### src/rtl/watchdog_reset.sv
`default_nettype none
// ============================================================================
//  Module      : watchdog_reset
//  Description : System reset generator. Stretches the external power-on
//                reset to a fixed minimum length and runs a kickable
//                watchdog that forces a fixed-length system reset on
//                timeout before releasing and re-arming.
//  Revision    : 1.0 - initial release
// ============================================================================
module watchdog_reset #(
   parameter int HOLD_CYCLES = 16,       // reset low time, >= 1
   parameter int PRESCALE    = 393216,   // clocks per watchdog tick, >= 2
   parameter int WD_LIMIT    = 8         // ticks without a kick before firing, >= 1
) (
   input  logic CLK_24MB,
   input  logic RESET,        // synchronous, active-low
   input  logic WD_EN,
   input  logic WD_KICK,
   output logic nRESET_OUT,   // active-low system reset, registered
   output logic WD_FIRED      // sticky watchdog-fired flag
);

   localparam int HOLD_W = $clog2(HOLD_CYCLES + 1);
   localparam int PRE_W  = (PRESCALE > 1) ? $clog2(PRESCALE) : 1;
   localparam int TICK_W = $clog2(WD_LIMIT + 1);

   // Terminal values: each counter stops at or before these, never wraps blindly
   localparam logic [HOLD_W-1:0] HOLD_LAST = HOLD_W'(HOLD_CYCLES - 1);
   localparam logic [PRE_W-1:0]  PRE_LAST  = PRE_W'(PRESCALE - 1);
   localparam logic [TICK_W-1:0] TICK_LAST = TICK_W'(WD_LIMIT - 1);

   typedef enum logic [1:0] {
      POR_HOLD = 2'd0,
      RUN      = 2'd1,
      WD_HOLD  = 2'd2
   } state_t;

   state_t             state;
   logic [HOLD_W-1:0]  hold_cnt;
   logic [PRE_W-1:0]   pre_cnt;
   logic [TICK_W-1:0]  tick_cnt;

   // Reset sequencing FSM: hold phases, watchdog prescaler/tick counting, outputs
   always_ff @(posedge CLK_24MB) begin
      if (!RESET) begin
         state      <= POR_HOLD;
         hold_cnt   <= '0;
         pre_cnt    <= '0;
         tick_cnt   <= '0;
         nRESET_OUT <= 1'b0;
         WD_FIRED   <= 1'b0;
      end else begin
         case (state)
            // Both hold phases count identically; kick and enable are ignored here
            POR_HOLD, WD_HOLD: begin
               if (hold_cnt == HOLD_LAST) begin
                  state      <= RUN;
                  nRESET_OUT <= 1'b1;
                  hold_cnt   <= '0;
                  pre_cnt    <= '0;
                  tick_cnt   <= '0;
               end else begin
                  hold_cnt <= hold_cnt + 1'b1;
               end
            end

            RUN: begin
               // A kick outranks everything, including a fire on this same edge
               if (WD_KICK || !WD_EN) begin
                  pre_cnt  <= '0;
                  tick_cnt <= '0;
               end else if (pre_cnt == PRE_LAST) begin
                  pre_cnt <= '0;
                  if (tick_cnt == TICK_LAST) begin
                     // Incrementing would reach WD_LIMIT: fire instead of counting
                     state      <= WD_HOLD;
                     nRESET_OUT <= 1'b0;
                     WD_FIRED   <= 1'b1;
                     hold_cnt   <= '0;
                     tick_cnt   <= '0;
                  end else begin
                     tick_cnt <= tick_cnt + 1'b1;
                  end
               end else begin
                  pre_cnt <= pre_cnt + 1'b1;
               end
            end

            default: begin
               state      <= POR_HOLD;
               hold_cnt   <= '0;
               pre_cnt    <= '0;
               tick_cnt   <= '0;
               nRESET_OUT <= 1'b0;
            end
         endcase
      end
   end

endmodule
`default_nettype wire

### config.mk
export PLATFORM = sky130hd
export DESIGN_NAME = watchdog_reset
export DESIGN_NICKNAME = d
export VERILOG_FILES = /design/src/rtl/watchdog_reset.sv
export SDC_FILE = /design/constraint.sdc
export NUM_CORES = 1
export LEC_CHECK = 0
export BUFFER_PORTS_ARGS = -buffer_cell sky130_fd_sc_hd__buf_2
export CAP_MARGIN = 20
export CORE_ASPECT_RATIO = 1.5
export CORE_MARGIN = 8
export CORE_UTILIZATION = 45
export CTS_BUF_LIST = sky130_fd_sc_hd__clkbuf_2 sky130_fd_sc_hd__clkbuf_4 sky130_fd_sc_hd__clkbuf_8
export CTS_CLUSTER_DIAMETER = 120
export DETAILED_ROUTE_END_ITERATION = 10
export PLACE_DENSITY = 0.67
export SETUP_SLACK_MARGIN = 0.05
export SYNTH_ARGS = -nofsm -noshare
export SYNTH_HDL_FRONTEND = slang
export SYNTH_SLANG_ARGS = --single-unit
### constraint.sdc
create_clock -name CLK_24MB -period 5.27 [get_ports CLK_24MB]
set_clock_uncertainty 0.05 [all_clocks]
set_input_delay 0.527 -clock CLK_24MB [delete_from_list [all_inputs] [get_ports CLK_24MB]]
set_output_delay 0.527 -clock CLK_24MB [all_outputs]
set_load 0.01 [all_outputs]
# ---- Word-level counts from Yosys, hierarchy flattened
# Cells that the tools add are included.
dict set report totals {
  register_bits 32
  input_bits 4
  wordCells 52
  out_inout_bits 2
}
dict set report op_classes {
  bitwise_logic 1
  n_reduce_logical 8
  addsub 3
  muxes 24
  n_eq_ne 10
}
# op count
set op_table {}
lappend op_table {{two-way mux 19 bit} 3}
lappend op_table {{one-hot mux 19 bit (2 select lines)} 1}
lappend op_table {{two-way mux 5 bit} 4}
lappend op_table {{adder 19 x 1 -> 19 bit, second input constant} 1}
lappend op_table {{== test 19 bit, second input constant} 1}
lappend op_table {{two-way mux 4 bit} 4}
lappend op_table {{one-hot mux 5 bit (2 select lines)} 1}
lappend op_table {{two-way mux 2 bit} 4}
lappend op_table {{!= test 2 bit, second input constant} 4}
lappend op_table {{one-hot mux 4 bit (2 select lines)} 1}
lappend op_table {{AND reduction 4 bit} 2}
lappend op_table {{adder 5 x 1 -> 5 bit, second input constant} 1}
lappend op_table {{== test 5 x 4 -> 1 bit, second input constant} 1}
lappend op_table {{adder 4 x 1 -> 4 bit, second input constant} 1}
lappend op_table {{== test 4 x 3 -> 1 bit, second input constant} 1}
lappend op_table {{two-way mux 1 bit} 4}
lappend op_table {{one-hot mux 2 bit (2 select lines)} 1}
lappend op_table {{!= test 3 bit, second input constant} 1}
lappend op_table {{AND reduction 3 bit} 1}
lappend op_table {{== test 2 x 1 -> 1 bit, second input constant} 1}
lappend op_table {{== test 2 bit, second input constant} 1}
lappend op_table {{zero test 2 bit} 1}
lappend op_table {{one-hot mux 1 bit (2 select lines)} 1}
lappend op_table {{AND reduction 2 bit} 1}
lappend op_table {{other kinds (4)} 4}

# ---- Depth between registers and ports, before layout
# Gate-level depths: netlist of the first run.
dict set report depth {
  depth_word 5
  depth_mapped 7
  depth_no_buf 6
}

# ---- Least setup slack after synthesis of the first run
# No wires, ideal clock.
dict set report synth_timing {
  path_kind {register to register}
  startpoint {reg pre_cnt[0]}
  endpoint {reg pre_cnt[3]}
  setup_slack_ps 3300
  path_stages_with_launch 8
  arrival_time_ps 1800
  period_less_slack_ps 1970
  required_ps 5100
  n_path_buf 1
  setup_ps 120
  path_cell_list {dfxtp_1 -> ha_1 -> nand4_2 -> or3_4 -> o21ai_4 -> buf_6 -> nor2_2 -> a211o_1}
}
dict set report synth_via {
  elab_chain_cells 4
  word_cells_on_any_way 5
  classes_between {add/sub: 1; eq/ne: 1; mux: 3}
}
# element line_no
set synth_lines {}
lappend synth_lines {{start, declared} 40} ;# logic [PRE_W-1:0] pre_cnt;
lappend synth_lines {{start signal, assigned} 85} ;# pre_cnt <= pre_cnt + 1'b1;
lappend synth_lines {{adder 19 x 1 -> 19 bit or == test 19 bit (tied branches)} {85, 72}}
lappend synth_lines {{two-way mux 19 bit (*)} 72} ;# end else if (pre_cnt == PRE_LAST) begin
lappend synth_lines {{two-way mux 19 bit (*)} 69} ;# if (WD_KICK || !WD_EN) begin
lappend synth_lines {{one-hot mux 19 bit (2 select lines) (*)} 53} ;# case (state)
# Mark *: on every way between the ends. The rest lies on a longest branch, timed or not.
# A chain may end at the register's enable or synchronous reset.

# ---- Worst setup path in the final report of the first run
dict set report layout_timing {
  startpoint {reg pre_cnt[0]}
  endpoint {reg pre_cnt[9]}
}
# Same word-level chain as after synthesis.

==> results of run 1 <==
-- cell type report --
class                   instances  area [um^2]
repair buffers                  5         25.0
fillers                       341         1650
inverters                       3         11.3
flip-flops and latches         32          641
well taps                      42         52.6
multi-input cells             142          905
clock buffers                   8         97.6
-- through the flow --
step                      hold slack [ps]  setup slack [ps]  power [mW]
after global routing                  461              2850       0.481
after global placement                402              3100       0.267
after detailed placement              417              3020       0.267
after floorplan                       380              3300       0.262
final                                 434              2990       0.461
after CTS                             430              2990       0.467
-- final timing paths --
| kind | slack, ps | cells past startpoint | to | startpoint |
|---|---|---|---|---|
| max reg2reg | 2990 | 6 | pre_cnt[9]$_SDFFE_PN0P_ | pre_cnt[0]$_SDFFE_PN0P_ |
| min | 430 | 1 | hold_cnt[4]$_SDFFE_PN0P_ | hold_cnt[4]$_SDFFE_PN0P_ |
| max | 2990 | 6 | pre_cnt[9]$_SDFFE_PN0P_ | pre_cnt[0]$_SDFFE_PN0P_ |
| min reg2reg | 430 | 1 | hold_cnt[4]$_SDFFE_PN0P_ | hold_cnt[4]$_SDFFE_PN0P_ |
-- report_power, final --
| group | leakage (nW) | internal, mW | switching, mW |
|---|---|---|---|
| combinational | 0.334 | 0.00602 | 0.00864 |
| clock | 0.0523 | 0.117 | 0.0827 |
| sequential | 0.258 | 0.245 | 0.00244 |
| total | 0.645 | 0.367 | 0.0937 |
-- critical path: stages, from the launching register on --
cell and delay [ps]:
dfxtp_1 390, ha_1 240, nand4_2 220, or3_4 480
o21ai_4 390, o21ai_1 130, mux2_2 270
-- flip-flops by register name (all words and copies together), names as in the netlist --
| register | flops |
|---|---|
| hold_cnt | 5 |
| WD_FIRED | 1 |
| nRESET_OUT | 1 |
| pre_cnt | 19 |
| state | 2 |
| tick_cnt | 4 |
-- per-layer routing --
layer  wire [um]  share of wire  track usage  up-vias
met2        2070           0.56        0.265       37
met5           0              0            0        -
met1        1390           0.38        0.133      668
li1            -              -            -      690
met4          74          0.020       0.0498        0
met3         141          0.038       0.0380       12
-- layout by cell type (no fill, tap or decap), drive strengths merged, types with 3 or more instances in the layout --
master,Yosys,layout
nor2,13,13
xor2,5,5
nor2b,6,6
a21oi,3,3
and2,4,4
nor3,5,5
and3,4,4
nand4,7,7
nand2,18,18
nand2b,4,4
o21ai,16,16
buf,3,5
clkbuf,3,8
nand3,12,12
dfxtp,32,32
a31oi,6,6
a21o,4,4
inv,3,3
ha,3,3
-- Yosys cell counts (all sizes together) (3+ instances only) --
cell | number | share of area
nand2 | 18 | 0.044
nand4 | 7 | 0.031
a31oi | 6 | 0.024
nand3 | 12 | 0.038
buf | 3 | 0.013
nor3 | 5 | 0.019
and3 | 4 | 0.016
a21o | 4 | 0.019
nor2 | 13 | 0.032
nor2b | 6 | 0.024
a21oi | 3 | 0.0094
xor2 | 5 | 0.028
ha | 3 | 0.024
inv | 3 | 0.0071
clkbuf | 3 | 0.0071
dfxtp | 32 | 0.40
o21ai | 16 | 0.057
and2 | 4 | 0.016
nand2b | 4 | 0.016
-- kinds of logic after synthesis --
kind of cell | count (synthesis) | share of synthesized area
simple gates | 83 | 0.288
compound gates | 48 | 0.212
flops | 32 | 0.403
buf+inv | 9 | 0.0276
xor+xnor | 7 | 0.0386
fa+ha+maj | 3 | 0.0236
mux | 1 | 0.00709
==> impl_metrics.env, run 1 <==
export IMPL_htree_levels=2
export IMPL_netlist_instances=183
export IMPL_async_reset_ff_frac=0
export IMPL_drt_initial_drc_count=45
export IMPL_cts_tree="done"
export IMPL_fin_util=0.512
export IMPL_portBuffers=5
export IMPL_initial_core_util=0.470
export IMPL_dp_hpwl_um=2700
export IMPL_fin_crit_ps=2280
export IMPL_yosysWarnings=0
export IMPL_grt_usage=0.137
export IMPL_outcome="completed"
export IMPL_netlist_area_um2=1590
export IMPL_ys_seq_area_frac=0.403
export IMPL_dieArea_um2=5730
export IMPL_vias=1407
export IMPL_coreArea_um2=3380
export IMPL_root_buffer="clkbuf_8"
export IMPL_rows=26
export IMPL_wl_per_cell_um=15.8
export IMPL_dpl_cell_area_um2=1630
export IMPL_critPathLaunchType="register"
export IMPL_route_detailed_drc=0
export IMPL_gp_congestion=0.832
export IMPL_grt_pass1_vias=1357
export IMPL_drv_slew=0
export IMPL_die_width_um=64.5
export IMPL_ys_types=51
export IMPL_critPathMaxFanout=16
export IMPL_vias_per_cell=6.06
export IMPL_antenna_found_initial=0
export IMPL_worst_slew_pin_slew_ps=518
export IMPL_fmaxAchievable_mhz=438
export IMPL_firstDrtPassIters=4
export IMPL_synth_area_per_cell_um2=8.68
export IMPL_leakagePower_nw=0.645
export IMPL_fin_area_um2=1730
export IMPL_cap_violations=0
export IMPL_grt_ovfl_total=0
export IMPL_cts_buffer_depth=2
export IMPL_stdcell_count=232
export IMPL_grt_max_degree=17
export IMPL_fin_nets=196
export IMPL_routed_wl_um=3670
export IMPL_relSlewSlack=0.652
export IMPL_cts_sinks=32
export IMPL_diodes=0
export IMPL_crit_type="reg2reg"
export IMPL_placed_cells=224
export IMPL_ys_flop_type="dfxtp_1"
export IMPL_path_clk_slew_ps=60
export IMPL_ctsHoldBuffers=0
export IMPL_areaGrowthSynthToFinish_pct=8.98
export IMPL_drive_above_1_share=0.111
export IMPL_hold_path_class="reg2reg"
export IMPL_arrival_ps=2400
export IMPL_cts_resized=0
export IMPL_antenna_left=0
export IMPL_rsz0062_at_grt="false"
export IMPL_finalHoldViolCount=0
export IMPL_pin_count=6
export IMPL_ys_ff_latch=32
export IMPL_cts_buffers=5
export IMPL_fin_setup_tns_ps=0
export IMPL_synth_nets=190
export IMPL_die_height_um=88.8
export IMPL_cp_required_ps=5390
export IMPL_max_vdd_ir_drop_mv=0.213
export IMPL_period_share=0.433
export IMPL_p_per_area_nw_per_um2=266
export IMPL_synth_edff_count=0
export IMPL_end_kind="register"
export IMPL_grt_pass1_wl_um=6250
export IMPL_cts_setup_buffers=0
export IMPL_clock_latency_ps=280
export IMPL_setup_viol=0
No activity file was read; power rests on OpenSTA's default activity.
==> inputs of run 2 (changes only) <==
- ABC_AREA: not set -> 1
- clock period: 5.27 -> 2.2 ns (I/O delays scaled with it)
==> impl_metrics.env, run 2 <==
export IMPL_dpl_cell_area_um2=1800
export IMPL_drive_above_1_share=0.147
export IMPL_rows=28
export IMPL_crit_type="reg2reg"
export IMPL_fin_area_um2=1900
export IMPL_synth_largest_area_cell="dfxtp_1"
export IMPL_drv_slew=0
export IMPL_max_vdd_ir_drop_mv=0.544
export IMPL_cts_setup_buffers=0
export IMPL_synthTopCellsByArea="dfxtp_1 36%, nand2_1 10%, inv_1 7.9%, nor2_1 6.2%, nand3_1 5.7%"
export IMPL_leakagePower_nw=0.819
export IMPL_initial_core_util=0.456
export IMPL_stdcell_count=304
export IMPL_synth_top_area_share=0.365
export IMPL_ctsHoldBuffers=0
export IMPL_outcome="completed"
export IMPL_top_regs="pre_cnt: 19 flops, hold_cnt: 5 flops, tick_cnt: 4 flops"
export IMPL_synth_top_family_by_area="simple AND/OR/NAND/NOR gates"
export IMPL_hold_path_class="in2reg"
export IMPL_cts_buffer_depth=2
export IMPL_critPathSlowestCell="dfxtp_1"
export IMPL_synth_area_per_cell_um2=7.03
export IMPL_finalHoldViolCount=0
export IMPL_ys_seq_area_frac=0.365
export IMPL_worstRegToRegCells=8
export IMPL_ys_types=34
export IMPL_synth_edff_count=0
export IMPL_root_buffer="clkbuf_8"
export IMPL_cts_tree="done"
export IMPL_placed_cells=296
export IMPL_period_share=0.811
export IMPL_grt_ovfl_total=0
export IMPL_pin_count=6
export IMPL_cts_buffers=5
export IMPL_gr_usage_met2=0.224
export IMPL_die_height_um=92.5
export IMPL_antenna_left=0
export IMPL_synth_simple_area_share=0.397
export IMPL_fin_setup_tns_ps=0
export IMPL_gp_congestion=0.759
export IMPL_synth_compound_area_frac=0.0876
export IMPL_synthMuxAreaShare=0
export IMPL_antenna_found_initial=0
export IMPL_grt_max_degree=16
export IMPL_worstReg2RegEnd="pre_cnt[12]$_SDFFE_PN0P_"
export IMPL_async_reset_ff_frac=0
export IMPL_coreArea_um2=3850
export IMPL_layout_common_cells="47 x nand2_1, 37 x inv_1, 32 x dfxtp_1"
export IMPL_grt_use_met3=0.0326
export IMPL_critPathLaunchType="register"
export IMPL_arrival_ps=1950
export IMPL_crit_path_max_incr_delay_ps=390
export IMPL_regToRegSetupSlack_ps=420
export IMPL_end_kind="register"
export IMPL_whs_endpoint="tick_cnt[1]$_SDFFE_PN0P_"
export IMPL_path_clk_slew_ps=70
export IMPL_layout_setup_ws_ps=417
export IMPL_routed_wl_um=3520
export IMPL_ys_flop_type="dfxtp_1"
export IMPL_dieArea_um2=6200
export IMPL_yosysWarnings=0
export IMPL_fin_nets=265
export IMPL_regMostFlops="pre_cnt"
export IMPL_layout_commonest_cell="nand2_1"
export IMPL_firstDrtPassIters=4
export IMPL_cp_required_ps=2360
export IMPL_relSlewSlack=0.750
export IMPL_setup_viol=0
export IMPL_grtUsageMet1=0.123
export IMPL_vias=1542
export IMPL_grt_busiest_layer="met2"
export IMPL_clock_latency_ps=290
export IMPL_areaGrowthSynthToFinish_pct=8.12
export IMPL_die_width_um=67.0
export IMPL_yosysMostFrequentCell="nand2_1"
export IMPL_largest_reg_flops=19
export IMPL_drt_initial_drc_count=27
export IMPL_diodes=0
export IMPL_finalPower_mw=1.26
export IMPL_dp_hpwl_um=2610
export IMPL_synth_nets=257
export IMPL_htree_levels=2
export IMPL_cts_resized=0
export IMPL_crit_path_cell_trace="ha_1, nand3_2, o21ai_4, buf_4, nand2_4, o21ai_1, inv_1, nor3_2"
export IMPL_grt_pass1_wl_um=6160
export IMPL_synthXorXnorAreaFrac=0.0150
export IMPL_wl_per_cell_um=11.6
export IMPL_portBuffers=5
export IMPL_fmaxAchievable_mhz=561
export IMPL_vias_per_cell=5.07
export IMPL_yosys_top_cells_count="47 x nand2_1, 37 x inv_1, 32 x dfxtp_1, 29 x nor2_1, 20 x nand3_1"
export IMPL_cts_sinks=32
export IMPL_whs_path_depth=3
export IMPL_grt_pass1_vias=1559
export IMPL_cap_violations=0
export IMPL_rsz0062_at_grt="false"
export IMPL_fin_crit_ps=1780
export IMPL_netlist_instances=250
export IMPL_grt_usage=0.126
export IMPL_critPathMaxFanout=15
export IMPL_r2r_start="hold_cnt[0]$_SDFFE_PN0P_"
export IMPL_ys_ff_latch=32
export IMPL_post_place_ws_ps=418
export IMPL_netlist_area_um2=1760
export IMPL_yosys_area_share_adder=0.0214
export IMPL_min_delay_start="RESET"
export IMPL_p_per_area_nw_per_um2=666
export IMPL_worst_slew_pin_slew_ps=375
export IMPL_route_detailed_drc=0
run 2: cells by family (layout without fill, tap and decap cells):
group / count (synthesis) / in the layout
adder cells (fa/ha/maj): 3 / 3
AND/OR/NAND/NOR: 140 / 140
AO/OA/AOI/OAI: 26 / 26
flip-flops: 32 / 32
buffers and inverters: 46 / 55
XOR/XNOR: 3 / 3
run 2: per-layer routing:
metal / up-vias / part of all wire / routed length (um)
li1: 820 / - / -
met1: 696 / 0.43 / 1510
met2: 17 / 0.52 / 1820
met3: 9 / 0.020 / 72
met4: 0 / 0.034 / 120
met5: - / 0 / 0
run 2: area by class of cell:
type / count / area [um^2]
Clock inverter: 1 / 7.51
Clock buffer: 7 / 90.1
Inverter: 41 / 156
Sequential cell: 32 / 641
Multi-Input combinational cell: 172 / 916
Tap cell: 45 / 56.3
Fill cell: 401 / 1950
Timing Repair Buffer: 6 / 32.5
run 2: worst max path at each step:
stage / cells after the start / end / from
floorplan: 9 / pre_cnt[9]$_SDFFE_PN0P_ / pre_cnt[0]$_SDFFE_PN0P_
global placement: 8 / pre_cnt[10]$_SDFFE_PN0P_ / hold_cnt[0]$_SDFFE_PN0P_
detailed placement: 8 / pre_cnt[12]$_SDFFE_PN0P_ / hold_cnt[0]$_SDFFE_PN0P_
CTS: 8 / pre_cnt[12]$_SDFFE_PN0P_ / hold_cnt[0]$_SDFFE_PN0P_
global route: 8 / pre_cnt[12]$_SDFFE_PN0P_ / hold_cnt[0]$_SDFFE_PN0P_
finish: 8 / pre_cnt[12]$_SDFFE_PN0P_ / hold_cnt[0]$_SDFFE_PN0P_
run 2: per-stage QoR:
| stage | utilization | hold slack, ps |
|---|---|---|
| finish | 0.493 | 219 |
| global route | 0.493 | 232 |
| CTS | 0.493 | 216 |
| detailed placement | 0.468 | 393 |
| global placement | 0.468 | 387 |
| floorplan | - | 402 |
run 2: power by group:
part	switching, mW	leakage, nW	total, mW	internal (mW)
Clock	0.229	0.0479	0.495	0.267
Sequential	0.0197	0.259	0.619	0.600
Combinational	0.101	0.512	0.150	0.0485
Total	0.350	0.819	1.26	0.915
run 2: worst max-delay path, delay by kind of cell, from the launching register on:
kind | cells | cell delay (ps)
AOI/OAI and AO/OA | 2 | 380
buffers and inverters | 2 | 340
DFF | 1 | 390
adders and majority gates | 1 | 220
and+or+nand+nor | 3 | 340
==> inputs of run 3 (changes only) <==
- ABC_AREA: 1 -> 0
- clock period: 2.2 -> 1.7 ns (I/O delays scaled with it)
==> impl_metrics.env, run 3 (synthesized netlist as in run 1, its figures left out) <==
export IMPL_vias=1643
export IMPL_drive_above_1_share=0.436
export IMPL_cts_buffers=5
export IMPL_critPathSlowestCell="or3_4"
export IMPL_areaGrowthSynthToFinish_pct=46.9
export IMPL_top_regs="pre_cnt: 19 flops, hold_cnt: 5 flops, tick_cnt: 4 flops"
export IMPL_swShare=0.233
export IMPL_grt_pass1_wl_um=7730
export IMPL_power_frac_seq=0.524
export IMPL_r2r_start="pre_cnt[1]$_SDFFE_PN0P_"
export IMPL_layout_common_cells="45 x buf_4, 24 x dfxtp_1, 16 x nand2_1"
export IMPL_end_kind="register"
export IMPL_violations="negative setup slack"
export IMPL_clock_latency_ps=290
export IMPL_fin_util=0.690
export IMPL_diodes=0
export IMPL_dieArea_um2=5730
export IMPL_stdcell_count=285
export IMPL_min_delay_start="RESET"
export IMPL_drt_initial_drc_count=30
export IMPL_gp_congestion=0.913
export IMPL_worstReg2RegEnd="pre_cnt[9]$_SDFFE_PN0P_"
export IMPL_cp_top_family="simple AND/OR/NAND/NOR gates"
export IMPL_firstDrtPassIters=4
export IMPL_p_comb_frac=0.046
export IMPL_antenna_left=0
export IMPL_rsz0062_at_grt="true"
export IMPL_wl_per_cell_um=16.3
export IMPL_timing_critical_path_buf_inv=0
export IMPL_period_share=1.05
export IMPL_coreArea_um2=3380
export IMPL_routed_wl_um=4660
export IMPL_cp_required_ps=1830
export IMPL_hold_path_class="in2reg"
export IMPL_outcome="finished with violations"
export IMPL_regMostFlops="pre_cnt"
export IMPL_layout_setup_ws_ps=-80.1
export IMPL_setup_viol=18
export IMPL_p_int_mw=1.12
export IMPL_grt_max_degree=16
export IMPL_htree_levels=2
export IMPL_cts_sinks=32
export IMPL_whs_ps=206
export IMPL_cts_buffer_depth=2
export IMPL_drv_slew=0
export IMPL_die_height_um=88.8
export IMPL_ctsHoldBuffers=0
export IMPL_arrival_ps=1910
export IMPL_crit_path_max_incr_delay_ps=430
export IMPL_leakagePower_nw=0.985
export IMPL_vias_per_cell=5.76
export IMPL_dp_hpwl_um=3170
export IMPL_whs_endpoint="pre_cnt[12]$_SDFFE_PN0P_"
export IMPL_worstRegToRegCells=6
export IMPL_root_buffer="clkbuf_8"
export IMPL_relSlewSlack=0.803
export IMPL_grt_usage=0.171
export IMPL_clkPwrFrac=0.429
export IMPL_layout_commonest_cell="buf_4"
export IMPL_critPathLaunchType="register"
export IMPL_grt_ovfl_total=0
export IMPL_path_clk_slew_ps=70
export IMPL_route_detailed_drc=0
export IMPL_worst_slew_pin_slew_ps=292
export IMPL_grt_pass1_vias=1756
export IMPL_p_per_area_nw_per_um2=625
export IMPL_antenna_found_initial=0
export IMPL_nFillCells=276
export IMPL_crit_path_cell_trace="ha_4, nand4_4, or3_4, o21ai_4, o21ai_1, mux2_4"
export IMPL_portBuffers=5
export IMPL_whs_path_depth=2
export IMPL_finalHoldViolCount=0
export IMPL_seqCellArea_um2=651
export IMPL_power_switching_mw=0.340
export IMPL_regToRegSetupSlack_ps=-80
export IMPL_placed_cells=272
export IMPL_cts_tree="done"
export IMPL_largest_reg_flops=19
export IMPL_die_width_um=64.5
export IMPL_fin_nets=249
export IMPL_rows=26
export IMPL_post_place_ws_ps=-150
export IMPL_initial_core_util=0.470
export IMPL_max_vdd_ir_drop_mv=0.750
export IMPL_crit_type="reg2reg"
export IMPL_pin_count=6
export IMPL_fin_crit_ps=1780
export IMPL_cap_violations=0
export IMPL_fmaxAchievable_mhz=562
export IMPL_critPathMaxFanout=6
export IMPL_multiInputGateArea_um2=1070
[run 3: cell count changes in the layout (fill, tap and decap cells not counted), sizes merged, moves of 12 or more]
cell / previous run / this run
nor2: 32 / 13
nand3: 24 / 12
buf: 6 / 57
nand2: 52 / 18
inv: 41 / 3
a21oi: 16 / 3
[run 3: through the flow]
stage	instance area, um^2	TNS (ps)	total power, mW
after floorplan	1620	-577	0.811
after global placement	2040	-778	0.841
after detailed placement	2040	-1730	0.844
after CTS	2210	-1030	1.46
after global routing	2330	-2430	1.51
final	2330	-755	1.46
[run 3: power by group through the flow]
stage	Sequential (mW)	Clock, mW	Combinational [mW]
final	0.765	0.626	0.0678
after global routing	0.766	0.669	0.0745
after CTS	0.764	0.634	0.0651
after detailed placement	0.781	0	0.0633
after global placement	0.780	0	0.0606
after floorplan	0.782	0	0.0297
[run 3: layer usage]
metal | up-vias | track usage | share of wire
li1 | 797 | - | -
met1 | 804 | 0.153 | 0.37
met2 | 27 | 0.335 | 0.56
met3 | 15 | 0.0393 | 0.024
met4 | 0 | 0.106 | 0.041
met5 | - | 0 | 0
[run 3: worst register-to-register path: cells and delay by family, from the launching register on]
kind,cells,cell delay (ps)
AOI/OAI and AO/OA,2,350
muxes,1,270
and+or+nand+nor,2,500
adders and majority gates,1,150
DFF,1,360
[run 3: repair_timing]
item | 4_1_cts | 5_1_grt
setup endpoints to repair | 29 | 31
buffers inserted | 0 | 4
pin swaps | 7 | 10
resized for setup | 19 | 28
cloned | 1 | 0
[run 3: final cells by class]
| type | instances | share of cell area |
|---|---|---|
| clock buffers | 6 | 0.0354 |
| clock inverters | 2 | 0.00643 |
| inverters | 3 | 0.00482 |
| multi-input cells | 143 | 0.459 |
| flip-flops and latches | 32 | 0.279 |
| well taps | 42 | 0.0225 |
| repair buffers | 57 | 0.193 |
[run 3: worst max path at each step]
stage | start | end | slack (ps) | cells past startpoint
6_report | pre_cnt[1]$_SDFFE_PN0P_ | pre_cnt[9]$_SDFFE_PN0P_ | -80 | 6
4_1_cts | pre_cnt[0]$_SDFFE_PN0P_ | pre_cnt[3]$_SDFFE_PN0P_ | -100 | 7
3_5_place_dp | pre_cnt[8]$_SDFFE_PN0P_ | pre_cnt[15]$_SDFFE_PN0P_ | -150 | 6
3_3_place_gp | pre_cnt[8]$_SDFFE_PN0P_ | pre_cnt[15]$_SDFFE_PN0P_ | -140 | 6
2_1_floorplan | pre_cnt[1]$_SDFFE_PN0P_ | tick_cnt[1]$_SDFFE_PN0P_ | -100 | 7
5_1_grt | pre_cnt[1]$_SDFFE_PN0P_ | pre_cnt[14]$_SDFFE_PN0P_ | -150 | 6
